### src/rtl/spi_pkg.sv
// Shared types and constants for the parametrised SPI slave front-end.
// Holds the FSM state set, command codes and the bit-counter width helper.
package spi_pkg;

    typedef enum logic [2:0] {
        IDLE,
        CHK_CMD,
        WRITE,
        READ_ADD,
        READ_DATA,
        WAIT_TX,
        SEND
    } state_e;

    localparam logic [1:0] CMD_WR_ADDR = 2'b00;
    localparam logic [1:0] CMD_WR_DATA = 2'b01;
    localparam logic [1:0] CMD_RD_ADDR = 2'b10;
    localparam logic [1:0] CMD_RD_DATA = 2'b11;

    function automatic int cnt_w(input int data_w);
        return $clog2(data_w + 3);
    endfunction

endpackage

### src/rtl/spi_slave_gen_piso.sv
// Parallel-in serial-out shifter for the MISO path.
// done flags the cycle in which the last bit is presented on bit_o.
module spi_piso #(
    parameter int DATA_W    = 8,
    parameter bit LSB_FIRST = 1'b0
) (
    input  logic              clk,
    input  logic              arst_n,
    input  logic              clr,
    input  logic              load,
    input  logic [DATA_W-1:0] din,
    input  logic              en,
    output logic              bit_o,
    output logic              done
);

    localparam int C_W = $clog2(DATA_W);

    logic [DATA_W-1:0] sr;
    logic [C_W-1:0]    cnt;

    always_ff @(posedge clk) begin
        if (!arst_n || clr) begin
            sr  <= '0;
            cnt <= '0;
        end else if (load) begin
            sr  <= din;
            cnt <= '0;
        end else if (en) begin
            sr  <= LSB_FIRST ? (sr >> 1) : (sr << 1);
            cnt <= cnt + 1'b1;
        end
    end

    assign bit_o = LSB_FIRST ? sr[0] : sr[DATA_W-1];
    assign done  = (cnt == C_W'(DATA_W - 1));

endmodule

### src/rtl/spi_slave_gen.sv
// SPI slave front-end for the SPI-to-RAM path: deserialises {cmd, payload}
// frames and returns read data on MISO with a bounded wait for tx_valid.
module spi_slave_gen
    import spi_pkg::*;
#(
    parameter int DATA_W         = 8,
    parameter bit MISO_LSB_FIRST = 1'b0,
    parameter int TX_TIMEOUT     = 16
) (
    input  logic              clk,
    input  logic              arst_n,
    input  logic              ss_n,
    input  logic              mosi,
    output logic              miso,
    output logic [DATA_W+1:0] rx_data,
    output logic              rx_valid,
    input  logic [DATA_W-1:0] tx_data,
    input  logic              tx_valid,
    output logic              rd_addr_held,
    output logic              proto_err
);

    localparam int CNT_W = cnt_w(DATA_W);
    localparam int TMR_W = $clog2(TX_TIMEOUT + 1);
    localparam logic [CNT_W-1:0] LAST     = CNT_W'(DATA_W + 1);
    localparam logic [TMR_W-1:0] TMO_LAST = TMR_W'(TX_TIMEOUT - 1);

    state_e           state, state_nx;
    logic [CNT_W-1:0] bit_cnt;
    logic [TMR_W-1:0] tmr;
    logic             hold;
    logic             abort, rx_en, rx_last, tmo, cmd_err;
    logic             ps_load, ps_en, ps_bit, ps_done;
    logic [1:0]       cmd_in;

    // hold marks "frame work finished, wait for ss_n to rise"
    always_ff @(posedge clk) begin
        if (!arst_n) begin
            state        <= IDLE;
            bit_cnt      <= '0;
            tmr          <= '0;
            hold         <= 1'b0;
            miso         <= 1'b0;
            rx_data      <= '0;
            rx_valid     <= 1'b0;
            rd_addr_held <= 1'b0;
            proto_err    <= 1'b0;
        end else begin
            state    <= state_nx;
            rx_valid <= rx_last;
            if (abort) begin
                bit_cnt <= '0;
                tmr     <= '0;
                hold    <= 1'b0;
                miso    <= 1'b0;
                rx_data <= '0;
            end else begin
                if (rx_en) begin
                    rx_data <= {rx_data[DATA_W:0], mosi};
                    bit_cnt <= bit_cnt + 1'b1;
                end
                if (rx_last) begin
                    bit_cnt <= '0;
                    hold    <= (state != READ_DATA);
                    if (state == READ_ADD) rd_addr_held <= 1'b1;
                    if (cmd_err) proto_err <= 1'b1;
                end
                if (state == WAIT_TX && !hold && !tx_valid)
                    tmr <= tmr + 1'b1;
                if (tmo) begin
                    hold      <= 1'b1;
                    miso      <= 1'b0;
                    proto_err <= 1'b1;
                end
                if (ps_en) begin
                    miso <= ps_bit;
                    if (ps_done) hold <= 1'b1;
                end
                if (state == SEND && hold) begin
                    miso         <= 1'b0;
                    rd_addr_held <= 1'b0;
                end
            end
        end
    end

    always_comb begin
        state_nx = state;
        unique case (state)
            IDLE:      if (!ss_n) state_nx = CHK_CMD;
            CHK_CMD:   state_nx = !mosi ? WRITE :
                                  (rd_addr_held ? READ_DATA : READ_ADD);
            READ_DATA: if (rx_last) state_nx = WAIT_TX;
            WAIT_TX:   if (ps_load) state_nx = SEND;
            default:   state_nx = state;
        endcase
        if (abort) state_nx = IDLE;
    end

    always_comb begin
        cmd_in  = rx_data[DATA_W -: 2];
        abort   = ss_n && (state != IDLE);
        rx_en   = !abort && !hold &&
                  (state inside {WRITE, READ_ADD, READ_DATA});
        rx_last = rx_en && (bit_cnt == LAST);
        tmo     = !abort && !hold && state == WAIT_TX &&
                  !tx_valid && tmr == TMO_LAST;
        ps_load = !abort && !hold && state == WAIT_TX && tx_valid;
        ps_en   = !abort && !hold && state == SEND;
        unique case (state)
            WRITE:     cmd_err = cmd_in[1];
            READ_ADD:  cmd_err = !cmd_in[1];
            READ_DATA: cmd_err = (cmd_in != CMD_RD_DATA);
            default:   cmd_err = 1'b0;
        endcase
    end

    spi_piso #(
        .DATA_W   (DATA_W),
        .LSB_FIRST(MISO_LSB_FIRST)
    ) u_piso (
        .clk   (clk),
        .arst_n(arst_n),
        .clr   (abort),
        .load  (ps_load),
        .din   (tx_data),
        .en    (ps_en),
        .bit_o (ps_bit),
        .done  (ps_done)
    );

endmodule

### config.mk
export PLATFORM = sky130hd
export DESIGN_NAME = spi_slave_gen
export DESIGN_NICKNAME = d
export VERILOG_FILES = /design/src/rtl/spi_pkg.sv /design/src/rtl/spi_slave_gen_piso.sv /design/src/rtl/spi_slave_gen.sv
export SDC_FILE = /design/constraint.sdc
export NUM_CORES = 1
export LEC_CHECK = 0
export CAP_MARGIN = 30
export CORE_MARGIN = 2
export CORE_UTILIZATION = 40
export DETAILED_ROUTE_END_ITERATION = 16
export SLEW_MARGIN = 20
export SYNTH_ARGS = -nofsm -noshare
export SYNTH_HDL_FRONTEND = slang
export SYNTH_SLANG_ARGS = --single-unit
### constraint.sdc
create_clock -name clk -period 1.3 [get_ports clk]
set_input_delay 0.26 -clock clk [delete_from_list [all_inputs] [get_ports clk]]
set_output_delay 0.26 -clock clk [all_outputs]
set_load 0.01 [all_outputs]
# ---- After elaboration in Yosys (flattened, before gate mapping)
# Index checks and enable logic that the tools add are counted.
dict set report classes {
  add_sub_neg 3
  eq_ne 14
  n_mux 21
  n_bitwise 2
  reduce_logical 35
}
# op n
set ops {}
lappend ops {{2-to-1 mux 8 bit} 2}
lappend ops {{2-to-1 mux 3 bit} 5}
lappend ops {{== test 3 bit, second input constant} 4}
lappend ops {{logical AND 1 bit} 12}
lappend ops {{2-to-1 mux 1 bit} 12}
lappend ops {{one-hot mux 3 bit (4 select lines)} 1}
lappend ops {{nonzero test 2 bit} 6}
lappend ops {{inequality test 2 bit, second input constant} 4}
lappend ops {{== test 3 x 2 -> 1 bit, second input constant} 2}
lappend ops {{AND reduction 3 bit} 2}
lappend ops {{nonzero test 3 bit} 2}
lappend ops {{OR reduction 3 bit} 2}
lappend ops {{adder 5 x 1 -> 5 bit, second input constant} 1}
lappend ops {{== test 5 x 4 -> 1 bit, second input constant} 1}
lappend ops {{zero test 1 bit} 5}
lappend ops {{adder 4 x 1 -> 4 bit, second input constant} 1}
lappend ops {{== test 4 bit, second input constant} 1}
lappend ops {{AND reduction 4 bit} 1}
lappend ops {{nonzero test 4 bit} 1}
lappend ops {{OR reduction 2 bit} 2}
lappend ops {{adder 3 x 1 -> 3 bit, second input constant} 1}
lappend ops {{== test 3 x 1 -> 1 bit, second input constant} 1}
lappend ops {{zero test 3 bit} 1}
lappend ops {{inequality test 3 bit, second input constant} 1}
lappend ops {{3 further kinds} 4}
dict set report word_totals {
  register_bits 38
  input_bits 13
  output_inout_bits 14
  elab_cells 86
}

# ---- Longest topological paths before layout
# Gate-level depths: netlist (run 1).
dict set report depth {
  word_depth 10
  depth_mapped 7
  mapped_depth_nobuf 6
}

# ---- Hierarchy
# Synthesis (run 1) repeated with hierarchy kept, for this count alone.
dict set report hier_totals {
  cells_unflattened 187
  hier_area_um2 1848.0
}
# mod n_inst cells_each area_each_um2 seq_area_each_um2
set by_module_without_submodules {}
lappend by_module_without_submodules {spi_slave_gen 1 139 1345.0 540.5}
lappend by_module_without_submodules {spi_piso 1 48 503.0 220.2}

# ---- Worst setup path before layout (run 1)
# Ideal clock, no wire load.
dict set report synth_path {
  path_kind {register to register}
  start {reg state[1]}
  end {reg rx_data[0]}
  setup_ns 0.128
  arrival_time_ns 1.274
  t_required_ns 1.172
  setup_slack_ns -0.102
  stages_incl_launch_ff 8
  path_buffers 3
  period_less_slack_ns 1.402
  path_cell_list {dfxtp_1 > buf_6 > nor2b_1 > buf_6 > o21ai_4 > buf_6 > mux2i_1 > nor2_1}
}
dict set report synth_between {
  elab_chain_cells 5
  word_cells_on_any_way 10
  cone_classes {eq/ne: 3; reduce/logical: 7}
}
# item line
set synth_rtl {}
lappend synth_rtl {{start, declared} spi_slave_gen.sv:28} ;# state_e state, state_nx;
lappend synth_rtl {{start signal, assigned} spi_slave_gen.sv:49} ;# state <= state_nx;
lappend synth_rtl {{nonzero test 3 bit} spi_slave_gen.sv:102} ;# abort = ss_n && (state != IDLE);
lappend synth_rtl {{logical AND 1 bit} spi_slave_gen.sv:102}
lappend synth_rtl {{zero test 1 bit} spi_slave_gen.sv:103} ;# rx_en = !abort && !hold &&
lappend synth_rtl {{logical AND 1 bit (2 in series)} spi_slave_gen.sv:103}
lappend synth_rtl {{end signal, assigned} spi_slave_gen.sv:59} ;# rx_data <= {rx_data[DATA_W:0], mosi};
lappend synth_rtl {{end, declared} spi_slave_gen.sv:15} ;# output logic [DATA_W+1:0] rx_data,
# Parallel ways exist; a longest one is shown, timed or not.
# A chain may end at the register's enable or synchronous reset.

# ---- Worst setup path after layout (run 1)
dict set report layout_path {
  start {reg state[1]}
  end {reg proto_err}
}
dict set report layout_between {
  elab_chain_cells 9
  word_cells_on_any_way 20
  cone_classes {eq/ne: 4; mux: 2; bitwise: 1; reduce/logical: 13}
}
# item line
set layout_rtl {}
lappend layout_rtl {{nonzero test 3 bit} spi_slave_gen.sv:102}
lappend layout_rtl {{logical AND 1 bit} spi_slave_gen.sv:102}
lappend layout_rtl {{zero test 1 bit} {spi_slave_gen.sv:103, spi_slave_gen.sv:106}}
lappend layout_rtl {{logical AND 1 bit} {spi_slave_gen.sv:103, spi_slave_gen.sv:106}}
lappend layout_rtl {{logical AND 1 bit (2 in series)} spi_slave_gen.sv:106} ;# tmo = !abort && !hold && state == WAIT_TX &&
lappend layout_rtl {{logical AND 1 bit} spi_slave_gen.sv:107} ;# !tx_valid && tmr == TMO_LAST;
lappend layout_rtl {{nonzero test 2 bit (no line)} -}
lappend layout_rtl {{AND reduction 3 bit (no line)} -}
lappend layout_rtl {{end signal, assigned} spi_slave_gen.sv:47} ;# proto_err <= 1'b0;
lappend layout_rtl {{end signal, assigned} spi_slave_gen.sv:66} ;# if (cmd_err) proto_err <= 1'b1;
lappend layout_rtl {{end signal, assigned} spi_slave_gen.sv:73} ;# proto_err <= 1'b1;
lappend layout_rtl {{end, declared} spi_slave_gen.sv:20} ;# output logic proto_err
# Parallel ways exist; a longest one is shown, timed or not.

==> results of run 1 <==
## synth_stat cells, types with 2 or more instances
master	count
xor2_1	7
inv_1	6
o211ai_1	2
nand3_1	5
and3_1	4
o22ai_1	6
nor2_1	22
buf_2	4
nand2_1	17
clkbuf_1	3
nor3_1	4
a22oi_1	7
nor2b_1	2
o31ai_1	3
a21oi_1	7
ha_1	6
dfxtp_1	38
nor3b_1	5
buf_6	6
mux2i_1	12
## final timing paths
| path | cells after the start | end | slack (ns) |
|---|---|---|---|
| setup / recovery | 6 | proto_err | -0.11 |
| hold / removal | 2 | u_piso.sr[7] | 0.49 |
| setup reg to reg | 6 | proto_err | -0.11 |
| hold reg to reg | 2 | u_piso.sr[7] | 0.49 |
## repair_timing
item                                   CTS  global route
cloned                                   0             3
endpoints found under the hold margin    0             0
setup endpoints to repair               51            35
pin swaps                               24            23
hold buffers                             0             0
setup buffers                            5             5
resized for setup                       58            36
## through the flow
step | TNS (ns) | util (%) | setup WS [ns]
floorplan | -0.571 | - | -0.0608
global placement | -14.11 | 53.4 | -0.463
detailed placement | -15.78 | 53.4 | -0.546
CTS | -0.728 | 60.5 | -0.111
global route | -3.47 | 67.1 | -0.154
finish | -1.60 | 67.1 | -0.111
## sequential cells by signal, indices dropped and copies added, names as in the netlist, 3 cells and up
signal      flops
rx_data        10
u_piso.sr       8
tmr             5
bit_cnt         4
state           3
u_piso.cnt      3
## per-layer routing
metal  wire length, µm  vias to the layer above  GRT usage [%]
met5                 0                        -              0
met4               106                        0           7.76
met3               180                       10           4.78
met2              2560                       39           33.1
met1              2100                      783           19.6
li1                  -                      802              -
## logic make-up after synthesis
logic type | share of synthesized area, %
buffers and inverters | 6.68
DFF | 41.9
and+or+nand+nor | 20.6
AOI/OAI and AO/OA | 16.3
adders and majority gates | 4.13
xor gates and xnor gates | 3.86
muxes | 6.61
## final cells by class
type / count / area (µm²) / share of cell area, %
multi-input combinational: 133 / 1200 / 41.2
sequential: 38 / 779 / 26.7
timing repair buffer: 72 / 737 / 25.2
clock buffer: 6 / 82.6 / 2.83
tap: 52 / 65.1 / 2.23
clock inverter: 1 / 30.0 / 1.03
inverter: 6 / 22.5 / 0.771
## report_power, final
part           switching (W)  internal, W  total [W]
logic               0.000202     0.000253   0.000455
registers          0.0000197      0.00118    0.00119
clock network       0.000410     0.000614    0.00102
## worst max-delay path, cell delays in order (launching register included)
cell	delay (ns)
dfxtp_4	0.38
buf_12	0.13
nor2b_4	0.15
buf_4	0.14
a22oi_1	0.19
nor2_1	0.07
o31a_1	0.24
==> reports/metrics.csv, run 1 <==
metric,value,unit
clock latency on the worst-skew pair,0.29,ns
status,finished with violations,
Core ar.,4350,µm²
Hold Startpoint,u_piso.sr[7],
Placed Cells,288,
CTS tree,built,
WL/cell,16.0,µm
PnR worst setup slack,-0.111,ns
die area,5100,µm²
cells after synthesis,190,
io pins,27,
GPL Wtd Cong,0.842,
ys flop type,dfxtp_1,
LEAKAGE,1.26,nW
total routed wirelength,4940,µm
Area Overhead vs Synth,60.8,%
WS Path Type,reg -> reg,
crit share post-route,109,%
syn avg cell area,9.56,µm²
Pwr per Cell Area,915,nW/µm²
DRT Pass-1 Iters,4,
HPWL Detailed,2900,µm
vias post-DR,1634,
Tot Pwr,0.00267,W
max_cap viols,0,
CTS Buf Count,5,
register area share after synthesis,41.9,%
largest net degree at the start of global routing,23,
Die Wd,71.4,µm
number of buffers inserted by port buffering,26,
DRC Markers,0,
count of non-filler cells in the finished layout,308,
CP arrival,1.60,ns
Initial Utilization,41.7,%
Final setup viols,31,
Hold Crit Class,reg -> reg,
unique cell type count in the Yosys netlist,44,
crit path launch,state[1],
Congestion Overflow GR,0,
Setup crit start kind,flip-flop,
"commonest non-fill, non-tap cell in the layout",dfxtp_1,
worst IR drop on VDD,0.000694,V
DRT iter0 DRCs,34,
Clock Path Buffers,2,
post-synth top area share,41.9,%
CTS HTree Levels,2,
fmax,0.709,GHz
worst rel slew slack,81.4,%
"FFs w/ async S/R, synth",0,%
clk slew on worst S/H paths,0.08,ns
Setup Skew,0.00559,ns
# clock sinks,38,
Final #Nets,275,
worst-path fanout max,5,
Worst Tran Pin Value,0.279,ns
ant diodes,0,
leading area contributor after synthesis,dfxtp_1,
vias in the first global route,1636,
"Cell Area, Synth",1820,µm²
failing checks,negative setup slack,
syn_nets,209,
Fin Hold WS,0.489,ns
"Req. time, crit path",1.49,ns
Post-DP Area,2330,µm²
RSZ-0062 raised after global routing,yes,
FF-to-FF Start,state[1],
layout cell share with drive strength beyond 1,44.1,%
Rows,24,
All-Layer GR Usage,18.1,%
Fillers,337,
Hold Fails Final Rpt,0,
"Slew Viols, Final",0,
Synth Warn #,0,
#FFs+latches synth,38,
"EDFF count, synth",0,
CTS root buf,clkbuf_8,
Synth area leaders,"dfxtp_1, mux2i_1, nor2_1",
first-pass GRT wire length,7270,µm
chip height,71.4,µm
CP Capture Type,flip-flop,
post-route ant nets,0,
initial antenna violation count,0,
final critical-path required period,1.41,ns
Vias/cell,5.31,
post-route cell area,2920,µm²
"commonest non-fill, non-tap cells in the layout","dfxtp_1, buf_4, nor2_1, dlygate4sd2_1, nand2_1",
Note: power is estimated with default switching activity, not from simulation.
==> run 2, diff against run 1 <==
Settings changed: SKIP_CTS_REPAIR_TIMING from default to 1.
==> reports/metrics.csv, run 2 (synthesis results as in run 1) <==
metric,value,unit
status,finished with violations,
failing checks,negative setup slack,
"Req. time, crit path",1.48,ns
PnR worst setup slack,-0.131,ns
WS Path Type,reg -> reg,
total routed wirelength,4990,µm
number of buffers inserted by port buffering,26,
leading registers by flop count,"rx_data (10), u_piso.sr (8), tmr (5)",
Final #Nets,281,
DRC Markers,0,
final critical-path required period,1.43,ns
Setup Skew,0.00596,ns
LEAKAGE,1.46,nW
vias in the first global route,1581,
Placed Cells,288,
Crit path largest cell delay,0.39,ns
largest net degree at the start of global routing,23,
layout cell share with drive strength beyond 1,45.8,%
RSZ-0062 raised after global routing,yes,
initial antenna violation count,0,
HPWL Detailed,2900,µm
Core ar.,4350,µm²
Tot Pwr,0.00264,W
Hold Fails Final Rpt,0,
Area Overhead vs Synth,63.5,%
# clock sinks,38,
Die Wd,71.4,µm
max reg flops,10,
Rows,24,
CP arrival,1.61,ns
clock latency on the worst-skew pair,0.29,ns
Clock Path Buffers,2,
WL/cell,15.9,µm
chip height,71.4,µm
worst IR drop on VDD,0.000703,V
fmax,0.699,GHz
CTS tree,built,
Worst Tran Pin Value,0.287,ns
Vias/cell,5.23,
"commonest non-fill, non-tap cell in the layout",buf_4,
ant diodes,0,
Crit-path slowest cell,dfxtp_4,
DRT Pass-1 Iters,4,
CTS Buf Count,5,
die area,5100,µm²
max_cap viols,0,
Hold Crit Class,in -> reg,
Setup crit start kind,flip-flop,
count of non-filler cells in the finished layout,314,
worst-path cell chain,and4bb_1 > nor2b_4 > buf_6 > mux2i_1 > nor3_1,
Congestion Overflow GR,0,
Final setup viols,32,
"commonest non-fill, non-tap cells in the layout","buf_4, dfxtp_1, nor2_1, dlymetal6s2s_1, nand2_1",
CTS root buf,clkbuf_8,
Hold Startpoint,ss_n,
DRT iter0 DRCs,35,
Fillers,321,
post-route ant nets,0,
hold path cells,3,
first-pass GRT wire length,6750,µm
Pwr per Cell Area,889,nW/µm²
worst rel slew slack,80.8,%
CP Capture Type,flip-flop,
worst-path fanout max,7,
All-Layer GR Usage,16.7,%
FF-to-FF Start,state[0],
"Slew Viols, Final",0,
Biggest register,rx_data,
clk slew on worst S/H paths,0.07,ns
vias post-DR,1641,
io pins,27,
crit path launch,state[0],
CTS HTree Levels,2,
crit share post-route,110,%
Reg2Reg Depth,5,
Initial Utilization,41.7,%
GPL Wtd Cong,0.842,
run 2: cell count changes in the layout (fill, tap and decap cells not counted), sizes merged:
cell / previous run / this run
dlygate4sd2: 16 / 0
dlymetal6s2s: 0 / 15
buf: 43 / 50
clkbuf: 9 / 7
clkdlybuf4s50: 10 / 11
o21ai: 3 / 4
run 2: report_power, final:
group / total [W] / leakage, nW / switching, W / internal [W]
sequential: 0.00120 / 0.312 / 0.0000253 / 0.00118
clock: 0.00102 / 0.0573 / 0.000403 / 0.000614
combinational: 0.000424 / 1.09 / 0.000193 / 0.000231
total: 0.00264 / 1.46 / 0.000621 / 0.00202
run 2: final cells by class:
class                   count  area, µm²  area share [%]
clock buffers               6       82.6            2.78
clock inverters             1       30.0            1.01
inverters                   6       22.5           0.758
multi-input cells         134       1210            40.9
flip-flops and latches     38        779            26.2
well taps                  52       65.1            2.19
repair buffers             77        776            26.1
run 2: worst max-delay path, delay by kind of cell (launching register included):
kind | cells | cell delay (ns)
buffers and inverters | 1 | 0.15
DFF | 1 | 0.39
muxes | 1 | 0.18
and+or+nand+nor | 3 | 0.61
run 2: worst paths after layout:
check	end	slack, ns
hold reg to reg	u_piso.sr[1]	0.49
setup reg to reg	u_piso.cnt[2]	-0.13
setup / recovery	u_piso.cnt[2]	-0.13
hold / removal	miso	0.43
run 2: through the flow:
step | setup TNS [ns] | utilization (%) | hold WS, ns | cell area (µm²) | worst slack [ns]
after global routing | -3.94 | 68.2 | 0.497 | 2970 | -0.217
after global placement | -14.11 | 53.4 | 0.456 | 2330 | -0.463
after floorplan | -0.571 | - | 0.329 | 1840 | -0.0608
final | -1.87 | 68.2 | 0.431 | 2970 | -0.131
after CTS | -8.25 | 56.0 | 0.478 | 2440 | -0.282
after detailed placement | -15.78 | 53.4 | 0.468 | 2330 | -0.546
run 2: routing by layer:
| layer | share of wire [%] | wire, µm | global-route usage, % | vias up |
|---|---|---|---|---|
| met1 | 42 | 2120 | 18.1 | 779 |
| li1 | - | - | - | 812 |
| met2 | 52 | 2570 | 30.1 | 41 |
| met5 | 0 | 0 | 0 | - |
| met4 | 1.5 | 74 | 7.13 | 0 |
| met3 | 4.4 | 221 | 5.06 | 9 |
